$ cat src/rtl/vram_arbiter.sv
// vram_arbiter: shares the single-port screen RAM between video fetch,
// CPU reads and posted CPU writes. Video has absolute priority and fixed
// latency; CPU writes go through a small FIFO with read-after-write forwarding.
module vram_arbiter #(
    parameter int unsigned FIFO_DEPTH = 4,
    parameter int unsigned LVL_W      = 3
) (
    input  logic             clk_sys,
    input  logic             nRESET,
    input  logic             vid_req,
    input  logic [14:0]      vid_addr,
    output logic [7:0]       vid_dout,
    output logic             vid_valid,
    input  logic             cpu_wr,
    input  logic             cpu_rd,
    input  logic [14:0]      cpu_addr,
    input  logic [7:0]       cpu_din,
    output logic [7:0]       cpu_dout,
    output logic             cpu_rdy,
    output logic             cpu_busy,
    output logic [14:0]      ram_addr,
    output logic             ram_we,
    output logic [7:0]       ram_din,
    input  logic [7:0]       ram_dout,
    output logic [LVL_W-1:0] fifo_level,
    output logic             wovf
);

    localparam int unsigned PTR_W = LVL_W - 1;

    typedef enum logic [1:0] {
        SLOT_IDLE = 2'd0,
        SLOT_VID  = 2'd1,
        SLOT_RD   = 2'd2,
        SLOT_WR   = 2'd3
    } slot_t;

    logic [14:0]      fifo_addr [FIFO_DEPTH];
    logic [7:0]       fifo_data [FIFO_DEPTH];
    logic [PTR_W-1:0] wr_ptr_q;
    logic [PTR_W-1:0] rd_ptr_q;

    slot_t            slot_q;
    slot_t            slot_d1_q;
    slot_t            grant;
    logic             rd_wait_q;
    logic [14:0]      rd_addr_q;
    logic             rd_pending_q;

    logic             full;
    logic             empty;
    logic             push;
    logic             pop;
    logic             rd_accept;
    logic             rd_miss;
    logic             req_rd;
    logic [14:0]      rd_addr_sel;
    logic             fwd_hit;
    logic [7:0]       fwd_data;
    logic [LVL_W-1:0] level_nxt;
    logic             rd_pending_nxt;

    // FIFO status and request qualification
    assign full        = (fifo_level == LVL_W'(FIFO_DEPTH));
    assign empty       = (fifo_level == '0);
    assign push        = cpu_wr & ~full;
    assign pop         = (grant == SLOT_WR);
    assign rd_accept   = cpu_rd & ~rd_pending_q;
    assign rd_miss     = rd_accept & ~fwd_hit;
    assign req_rd      = rd_wait_q | rd_miss;
    assign rd_addr_sel = rd_wait_q ? rd_addr_q : cpu_addr;

    // Forwarding search: newest matching FIFO entry, then a same-cycle write
    always_comb begin
        fwd_hit  = 1'b0;
        fwd_data = 8'h00;
        for (int i = 0; i < FIFO_DEPTH; i++) begin
            if ((LVL_W'(i) < fifo_level) &&
                (fifo_addr[rd_ptr_q + PTR_W'(i)] == cpu_addr)) begin
                fwd_hit  = 1'b1;
                fwd_data = fifo_data[rd_ptr_q + PTR_W'(i)];
            end
        end
        // read and write share cpu_addr, so an accepted write is always the newest match
        if (push) begin
            fwd_hit  = 1'b1;
            fwd_data = cpu_din;
        end
    end

    // Slot priority: video, forced drain when full, CPU read, opportunistic drain
    always_comb begin
        grant = SLOT_IDLE;
        if (vid_req) begin
            grant = SLOT_VID;
        end else if (full) begin
            grant = SLOT_WR;
        end else if (req_rd) begin
            grant = SLOT_RD;
        end else if (!empty) begin
            grant = SLOT_WR;
        end
    end

    // Next FIFO level and read-pending flag
    always_comb begin
        level_nxt = fifo_level;
        if (push && !pop) begin
            level_nxt = fifo_level + LVL_W'(1);
        end else if (!push && pop) begin
            level_nxt = fifo_level - LVL_W'(1);
        end
        rd_pending_nxt = rd_pending_q;
        if (rd_miss) begin
            rd_pending_nxt = 1'b1;
        end else if (slot_d1_q == SLOT_RD) begin
            rd_pending_nxt = 1'b0;
        end
    end

    // FIFO storage (contents need no reset; validity comes from the level)
    always_ff @(posedge clk_sys) begin
        if (push) begin
            fifo_addr[wr_ptr_q] <= cpu_addr;
            fifo_data[wr_ptr_q] <= cpu_din;
        end
    end

    // Slot state, RAM port, FIFO pointers and registered outputs
    always_ff @(posedge clk_sys or negedge nRESET) begin
        if (!nRESET) begin
            slot_q       <= SLOT_IDLE;
            slot_d1_q    <= SLOT_IDLE;
            rd_wait_q    <= 1'b0;
            rd_addr_q    <= '0;
            rd_pending_q <= 1'b0;
            wr_ptr_q     <= '0;
            rd_ptr_q     <= '0;
            fifo_level   <= '0;
            ram_addr     <= '0;
            ram_we       <= 1'b0;
            ram_din      <= '0;
            vid_dout     <= '0;
            vid_valid    <= 1'b0;
            cpu_dout     <= '0;
            cpu_rdy      <= 1'b0;
            cpu_busy     <= 1'b0;
            wovf         <= 1'b0;
        end else begin
            slot_q    <= grant;
            slot_d1_q <= slot_q;
            ram_we    <= (grant == SLOT_WR);

            case (grant)
                SLOT_VID: ram_addr <= vid_addr;
                SLOT_RD:  ram_addr <= rd_addr_sel;
                SLOT_WR: begin
                    ram_addr <= fifo_addr[rd_ptr_q];
                    ram_din  <= fifo_data[rd_ptr_q];
                end
                default: ;
            endcase

            if (push) begin
                wr_ptr_q <= wr_ptr_q + PTR_W'(1);
            end
            if (pop) begin
                rd_ptr_q <= rd_ptr_q + PTR_W'(1);
            end
            fifo_level <= level_nxt;

            if (grant == SLOT_RD) begin
                rd_wait_q <= 1'b0;
            end else if (rd_miss) begin
                rd_wait_q <= 1'b1;
            end
            if (rd_miss) begin
                rd_addr_q <= cpu_addr;
            end
            rd_pending_q <= rd_pending_nxt;

            vid_valid <= (slot_d1_q == SLOT_VID);
            if (slot_d1_q == SLOT_VID) begin
                vid_dout <= ram_dout;
            end

            cpu_rdy <= 1'b0;
            if (rd_accept && fwd_hit) begin
                cpu_rdy  <= 1'b1;
                cpu_dout <= fwd_data;
            end else if (slot_d1_q == SLOT_RD) begin
                cpu_rdy  <= 1'b1;
                cpu_dout <= ram_dout;
            end

            if (cpu_wr && full) begin
                wovf <= 1'b1;
            end
            cpu_busy <= (level_nxt == LVL_W'(FIFO_DEPTH)) | rd_pending_nxt;
        end
    end

endmodule

$ cat config.mk
export PLATFORM = sky130hd
export DESIGN_NAME = vram_arbiter
export DESIGN_NICKNAME = d
export VERILOG_FILES = /design/src/rtl/vram_arbiter.sv
export SDC_FILE = /design/constraint.sdc
export NUM_CORES = 1
export LEC_CHECK = 0
export ABC_AREA = 1
export BUFFER_PORTS_ARGS = -buffer_cell sky130_fd_sc_hd__buf_2
export CORE_MARGIN = 2
export CORE_UTILIZATION = 60
export CTS_CLUSTER_SIZE = 30
export DETAILED_ROUTE_END_ITERATION = 16
export MAX_ROUTING_LAYER = met4
export PLACE_DENSITY = 0.78
export SLEW_MARGIN = 20
export SYNTH_ARGS = -nofsm -noshare
export SYNTH_HDL_FRONTEND = slang
export SYNTH_SLANG_ARGS = --single-unit
$ cat constraint.sdc
create_clock -name clk_sys -period 5.05 [get_ports clk_sys]
set_input_delay 1.2625 -clock clk_sys [delete_from_list [all_inputs] [get_ports clk_sys]]
set_output_delay 1.2625 -clock clk_sys [all_outputs]
set_load 0.03 [all_outputs]
==> flow_summary.toml, run 1 <==
[logic_synthesis]
ys_ff_latch = 164
synth-warning-count = 0
syn_nets = 1433
syn-cell-area_sq_um = 9970
ys_seq_area_share_pct = 45.8
async_reset_ff_share_pct = 43.9
synth_area_per_cell_sq_um = 7.26
synth_top_area_cell = "edfxtp_1"
yosysMostFrequentCell = "nand2_1"
synth_edf_count = 92
yosysTopAreaCellShare_pct = 27.7
synthTopCellsByCount = "619 x nand2_1, 136 x nand3_1, 105 x inv_1"
synth_area_leaders = "edfxtp_1 28%, nand2_1 23%, dfrtp_1 18%"
synth_cell_types = 40
synthFlopType = "edfxtp_1"
synthCells = 1374

[critical_path]
cp-end-kind = "register"
r2r_cells = 21
cp_data_required_time_ns = 5.33
crit_fanout = 50
startpoint_type = "register"
crit_arrival_ns = 4.75
critPathKind = "register to register"

[clock_tree]
cts_resized = 0
cts_root_buf = "clkbuf_16"
cts_max_level = 4
postCtsSetupBuffers = 0
cts_max_path_buffers = 2
cts_tree = "yes"
numCtsBuffers = 17
clk_latency_ns = 0.43
hold_buffers = 0
clk_pin_slew_ns = 0.07
clock-sinks = 164

[route]
drc_errors = 0
wire_per_inst_microns = 16.2
routed_wl_microns = 27100
maxUsedRoutingLayer = "met4"
vias = 9381
route.met3.wl_microns = 3020
wl_met2_microns = 11500
viasPerCell = 5.62
ant_nets = 0
drt_iter0_drc = 1119
drtPass1Iterations = 5
drt-met1-wl_microns = 12100

[floorplanning]
io_pins = 98
start_util_pct = 60.8
design.die.area_sq_um = 17700
row_count = 47
core_sq_um = 16400
die_y_microns = 133
dieWidth_microns = 133

[timing]
setup_violations = 0
max_freq_mhz = 224
rsz0062_at_grt = "false"
drv_slew = 0
fin_skew_ns = 0.00552
timing_hold_violations_final = 0
relSlewSlack_pct = 37.3
tns_ns = 0
tightestPinTransition_ns = 0.938
min_period_ns = 4.46
period_share_pct = 88.4

[power_and_ir_drop]
power_frac_seq_pct = 29.4
p_sw_mw = 3.66
p_leak_nw = 5.49
peakVddDrop_v = 0.000388
p_int_mw = 3.64
clkPwrFrac_pct = 16.6
swShare_pct = 50.1
power.density_nw_per_um2 = 661
combPwrFrac_pct = 54.0

[final_layout]
final_nets = 1495
multiInputGateArea_sq_um = 4680
n_fill_cell = 1388
antenna_cells = 0
finish.instance_area_sq_um = 11100
drive_above_1_share_pct = 11.4
layout-area-overhead-vs-synth_pct = 10.9
seq_area_sq_um = 4570

[job]
max_cap_viol_count = 0

[global_routing]
grt_antenna_before_repair = 0
grt_max_degree = 137
grt.overflow.total = 0
grtUsageTotal_pct = 31.9
grt_pass1_wl_microns = 42400
grt_pass1_vias = 8035

[worst_hold_path]
holdPathStages = 0
hold_path.class = "register to register"

[run_status]
status = "complete, no violations"

[place]
dpl_cell_area_sq_um = 10500
io_buffers = 97
dp_hpwl_microns = 18900
gp_congestion = 1.03
## critical path: stages, from the launching register on
cell and delay [ns]:
dfrtp_2 0.65, inv_4 0.42, nand2_1 0.10, nand2_1 0.08, buf_4 0.49, nand2_1 0.16, nand3_1 0.16, nand2_1 0.06
inv_1 0.05, nand2_1 0.04, nor2_1 0.11, nand2_1 0.08, nor2_1 0.21, nor2_2 0.09, nand3_4 0.26, nand3_2 0.12
nand2_2 0.26, inv_4 0.09, nand2_4 0.28, clkinv_2 0.25, nand3_1 0.17, a41oi_1 0.13
## cell usage in the layout (no fill, tap or decap), types with 8 or more instances in the layout
master     netlist  layout
buf_4            9       8
mux2i_1         12      12
inv_1          105     105
nand2_1        619     619
nor2_1          59      55
o21ai_0        103     102
ha_1             8       8
dfrtp_1         72      70
nand3_1        136     136
edfxtp_1        92      92
o211ai_1        10      10
a21oi_1         28      28
clkbuf_16        0      17
buf_2           23      96
## cell type report
type                       instances  area share [%]
timing repair buffer             105            5.07
tap                              220            2.49
clock buffer                      19            4.01
clock inverter                    13           0.894
sequential                       164            41.3
multi-input combinational       1035            42.3
inverter                         113            3.89
## power groups by stage
stage / registers [mW] / logic (mW) / clock network (mW)
after floorplan: 2.43 / 2.62 / 0
after global placement: 2.15 / 3.83 / 0
after detailed placement: 2.16 / 3.86 / 0
after CTS: 2.14 / 3.88 / 1.22
after global routing: 2.19 / 4.38 / 1.28
final: 2.15 / 3.95 / 1.21
## kinds of logic (layout without fill, tap and decap cells)
family / after synthesis / in the layout / synth area share, %
AND/OR/NAND/NOR: 830 / 830 / 33.6
AO/OA/AOI/OAI: 181 / 181 / 10.5
buffers and inverters: 175 / 250 / 7.58
flip-flops: 164 / 164 / 45.8
multiplexers: 12 / 12 / 1.20
adder cells (fa/ha/maj): 8 / 8 / 1.00
XOR/XNOR: 4 / 4 / 0.351
## state kept, by name (all words and copies together), names as in the netlist, 2 cells and up
name        flops
fifo_level      3
rd_ptr_q        2
wr_ptr_q        2
ram_addr       15
fifo_data      32
fifo_addr      60
slot_q          2
ram_din         8
rd_addr_q      15
vid_dout        8
slot_d1_q       2
cpu_dout        8
## metrics by stage
| stage | utilization [%] | hold WS (ns) | worst slack, ns | cells | power, mW |
|---|---|---|---|---|---|
| floorplan | - | 0.331 | 1.93 | 1374 | 5.05 |
| global placement | 64.1 | 0.365 | 0.793 | 1637 | 5.98 |
| detailed placement | 64.1 | 0.378 | 0.692 | 1637 | 6.02 |
| CTS | 67.4 | 0.391 | 0.692 | 1669 | 7.24 |
| global route | 67.4 | 0.394 | 0.269 | 1669 | 7.85 |
| finish | 67.4 | 0.377 | 0.586 | 1669 | 7.31 |
## layer usage
| layer | vias to the layer above | GRT usage [%] |
|---|---|---|
| met3 | 44 | 6.78 |
| li1 | 4592 | - |
| met2 | 473 | 44.4 |
| met5 | - | - |
| met1 | 4272 | 47.3 |
| met4 | 0 | 8.66 |
## path summary, 6_finish.rpt
kind / slack (ns) / from / to
max in group asynchronous: 3.41 / nRESET / rd_ptr_q[0]
setup reg to reg: 0.59 / rd_ptr_q[1] / ram_addr[1]
min in group asynchronous: 0.94 / nRESET / rd_addr_q[3]
setup / recovery: 0.59 / rd_ptr_q[1] / ram_addr[1]
hold reg to reg: 0.38 / slot_q[0] / slot_d1_q[0]
hold / removal: 0.38 / slot_q[0] / slot_d1_q[0]
Power figures use the tool's default switching activity.
==> run 2: changes to the inputs <==
Settings changed: ABC_AREA 1 to default.
==> flow_summary.toml, run 2 <==
[clock_tree]
cts_max_path_buffers = 2
clk_latency_ns = 0.44
cts_tree = "yes"
clock-sinks = 164
cts_resized = 0
hold_buffers = 0
numCtsBuffers = 17
cts_max_level = 4
cts_root_buf = "clkbuf_16"
postCtsSetupBuffers = 0
clk_pin_slew_ns = 0.07

[timing]
setup_violations = 0
relSlewSlack_pct = 37.0
period_share_pct = 90.2
fin_skew_ns = 0.00770
worst_slack_ns = 0.494
drv_slew = 0
tns_ns = 0
tightestPinTransition_ns = 0.944
timing_hold_violations_final = 0
max_freq_mhz = 219
rsz0062_at_grt = "false"
min_period_ns = 4.56

[worst_hold_path]
hold_path.class = "register to register"

[logic_synthesis]
yosysMostFrequentCell = "edfxtp_1"
ys_seq_area_share_pct = 47.0
synth_area_per_cell_sq_um = 11.6
synthFlopType = "edfxtp_1"
yosysTopAreaCellShare_pct = 28.5
ys_ff_latch = 164
synth_top_area_cell = "edfxtp_1"
synth-warning-count = 0
async_reset_ff_share_pct = 43.9
synth_edf_count = 92
synthCells = 835
synth_cell_types = 63
synthTopCellsByCount = "92 x edfxtp_1, 80 x nor2_1, 72 x dfrtp_1"
synth_area_leaders = "edfxtp_1 28%, dfrtp_1 19%, mux4_2 7.7%"
syn-cell-area_sq_um = 9700
syn_nets = 894

[place]
place_ws_ns = 0.403
dp_hpwl_microns = 16400
io_buffers = 97
gp_congestion = 0.914

[route]
ant_nets = 0
drc_errors = 0
wire_per_inst_microns = 21.2
viasPerCell = 6.40
routed_wl_microns = 23900
drtPass1Iterations = 6
vias = 7249
drt_iter0_drc = 785

[floorplanning]
io_pins = 98
dieWidth_microns = 131
core_sq_um = 15800
start_util_pct = 61.3
row_count = 46
design.die.area_sq_um = 17200
die_y_microns = 131

[critical_path]
critPathSlowestCell = "dfrtp_4"
path_buf_inv = 3
crit_family = "simple AND/OR/NAND/NOR gates"
crit_arrival_ns = 4.87
worstPathCellList = "buf_4, mux4_2, xnor2_1, nand4_1, nor4_4, nor3_1, and4_1, o22a_1, buf_4, clkinv_1, a221oi_1, a21oi_2"
startpoint_type = "register"
cp_common_cell = "buf_4"
slowest_delay_ns = 0.81
cp-end-kind = "register"
crit_fanout = 39
cp_data_required_time_ns = 5.36
critPathKind = "register to register"

[power_and_ir_drop]
power_frac_seq_pct = 31.7
p_sw_mw = 2.96
p_int_mw = 4.06
peakVddDrop_v = 0.000308
combPwrFrac_pct = 49.5
p_leak_nw = 4.20
clkPwrFrac_pct = 18.8
power.density_nw_per_um2 = 646
swShare_pct = 42.2

[final_layout]
final_common_cell = "buf_2"
largestRegisters = "fifo_addr x60, fifo_data x32"
regMostFlops = "fifo_addr"
drive_above_1_share_pct = 29.1
antenna_cells = 0
mostFrequentLayoutCells = "96 x buf_2, 92 x edfxtp_1, 80 x nor2_1"
largest_reg_flops = 60
final_nets = 962
layout-area-overhead-vs-synth_pct = 12.1

[global_routing]
grt_antenna_before_repair = 0
grt_pass1_wl_microns = 38500
grtUsageTotal_pct = 29.6
grt_max_degree = 73
grt.overflow.total = 0
grt_pass1_vias = 6954

[run_status]
status = "complete, no violations"

[job]
max_cap_viol_count = 0
[run 2: changes by cell type in the layout (fill, tap and decap cells not counted), moves of 13 or more]
cell     delta
nand2_1   -571
xnor2_1    +46
nand3_1   -127
inv_1      -93
mux2i_1    +55
nor2_1     +25
o21ai_0    -63
mux4_2     +33
mux2_2     +57
nor3_1     +13
or3_1      +13
[run 2: per-stage QoR]
stage | std cells | utilization (%) | power [mW] | cell area (sq um) | hold WS, ns
3_5_place_dp | 1100 | 64.9 | 5.65 | 10300 | 0.344
4_1_cts | 1132 | 68.7 | 6.98 | 10900 | 0.355
5_1_grt | 1132 | 68.7 | 7.41 | 10900 | 0.362
6_report | 1132 | 68.7 | 7.02 | 10900 | 0.354
3_3_place_gp | 1100 | 64.9 | 5.57 | 10300 | 0.337
2_1_floorplan | 835 | - | 4.85 | 9700 | 0.331
[run 2: per-layer routing]
layer / wire, microns / up-vias / track usage, % / share of wire (%)
met5: 0 / - / - / 0
met4: 472 / 0 / 9.36 / 2.0
met3: 2350 / 44 / 7.48 / 9.8
met2: 10800 / 386 / 43.3 / 45
met1: 10400 / 3562 / 41.1 / 43
li1: - / 3257 / - / -
[run 2: logic make-up after synthesis]
family          synth area share [%]
flops                           47.0
simple gates                    9.92
fa+ha+maj                       1.03
xor+xnor                        5.42
buf+inv                         4.19
compound gates                  10.9
mux                             21.5
[run 2: final cells by class]
type / instances / area, sq um
Clock buffer: 20 / 489
Clock inverter: 12 / 110
Fill cell: 1136 / 4950
Inverter: 14 / 52.6
Multi-Input combinational cell: 589 / 4730
Sequential cell: 164 / 4570
Tap cell: 216 / 270
Timing Repair Buffer: 117 / 651
[run 2: power by group through the flow]
stage / clock network (mW) / logic (mW) / registers [mW]
final: 1.32 / 3.48 / 2.22
after detailed placement: 0 / 3.41 / 2.24
after floorplan: 0 / 2.40 / 2.46
after CTS: 1.33 / 3.44 / 2.22
after global routing: 1.38 / 3.75 / 2.28
after global placement: 0 / 3.35 / 2.22
[run 2: worst reg2reg max path: stages, from the launching register on]
cell	delay, ns
dfrtp_4	0.81
buf_4	0.35
mux4_2	0.57
xnor2_1	0.16
nand4_1	0.18
nor4_4	0.13
nor3_1	0.21
and4_1	0.50
o22a_1	0.23
buf_4	0.21
clkinv_1	0.46
a221oi_1	0.54
a21oi_2	0.09
[run 2: path summary, 6_finish.rpt]
check,start,endpoint,slack [ns],cells past startpoint
setup reg to reg,rd_ptr_q[0],ram_addr[6],0.49,12
min in group asynchronous,nRESET,ram_addr[5],0.96,1
hold / removal,slot_q[0],slot_d1_q[0],0.35,0
hold reg to reg,slot_q[0],slot_d1_q[0],0.35,0
setup / recovery,rd_ptr_q[0],ram_addr[6],0.49,12
max in group asynchronous,nRESET,rd_ptr_q[0],3.38,1
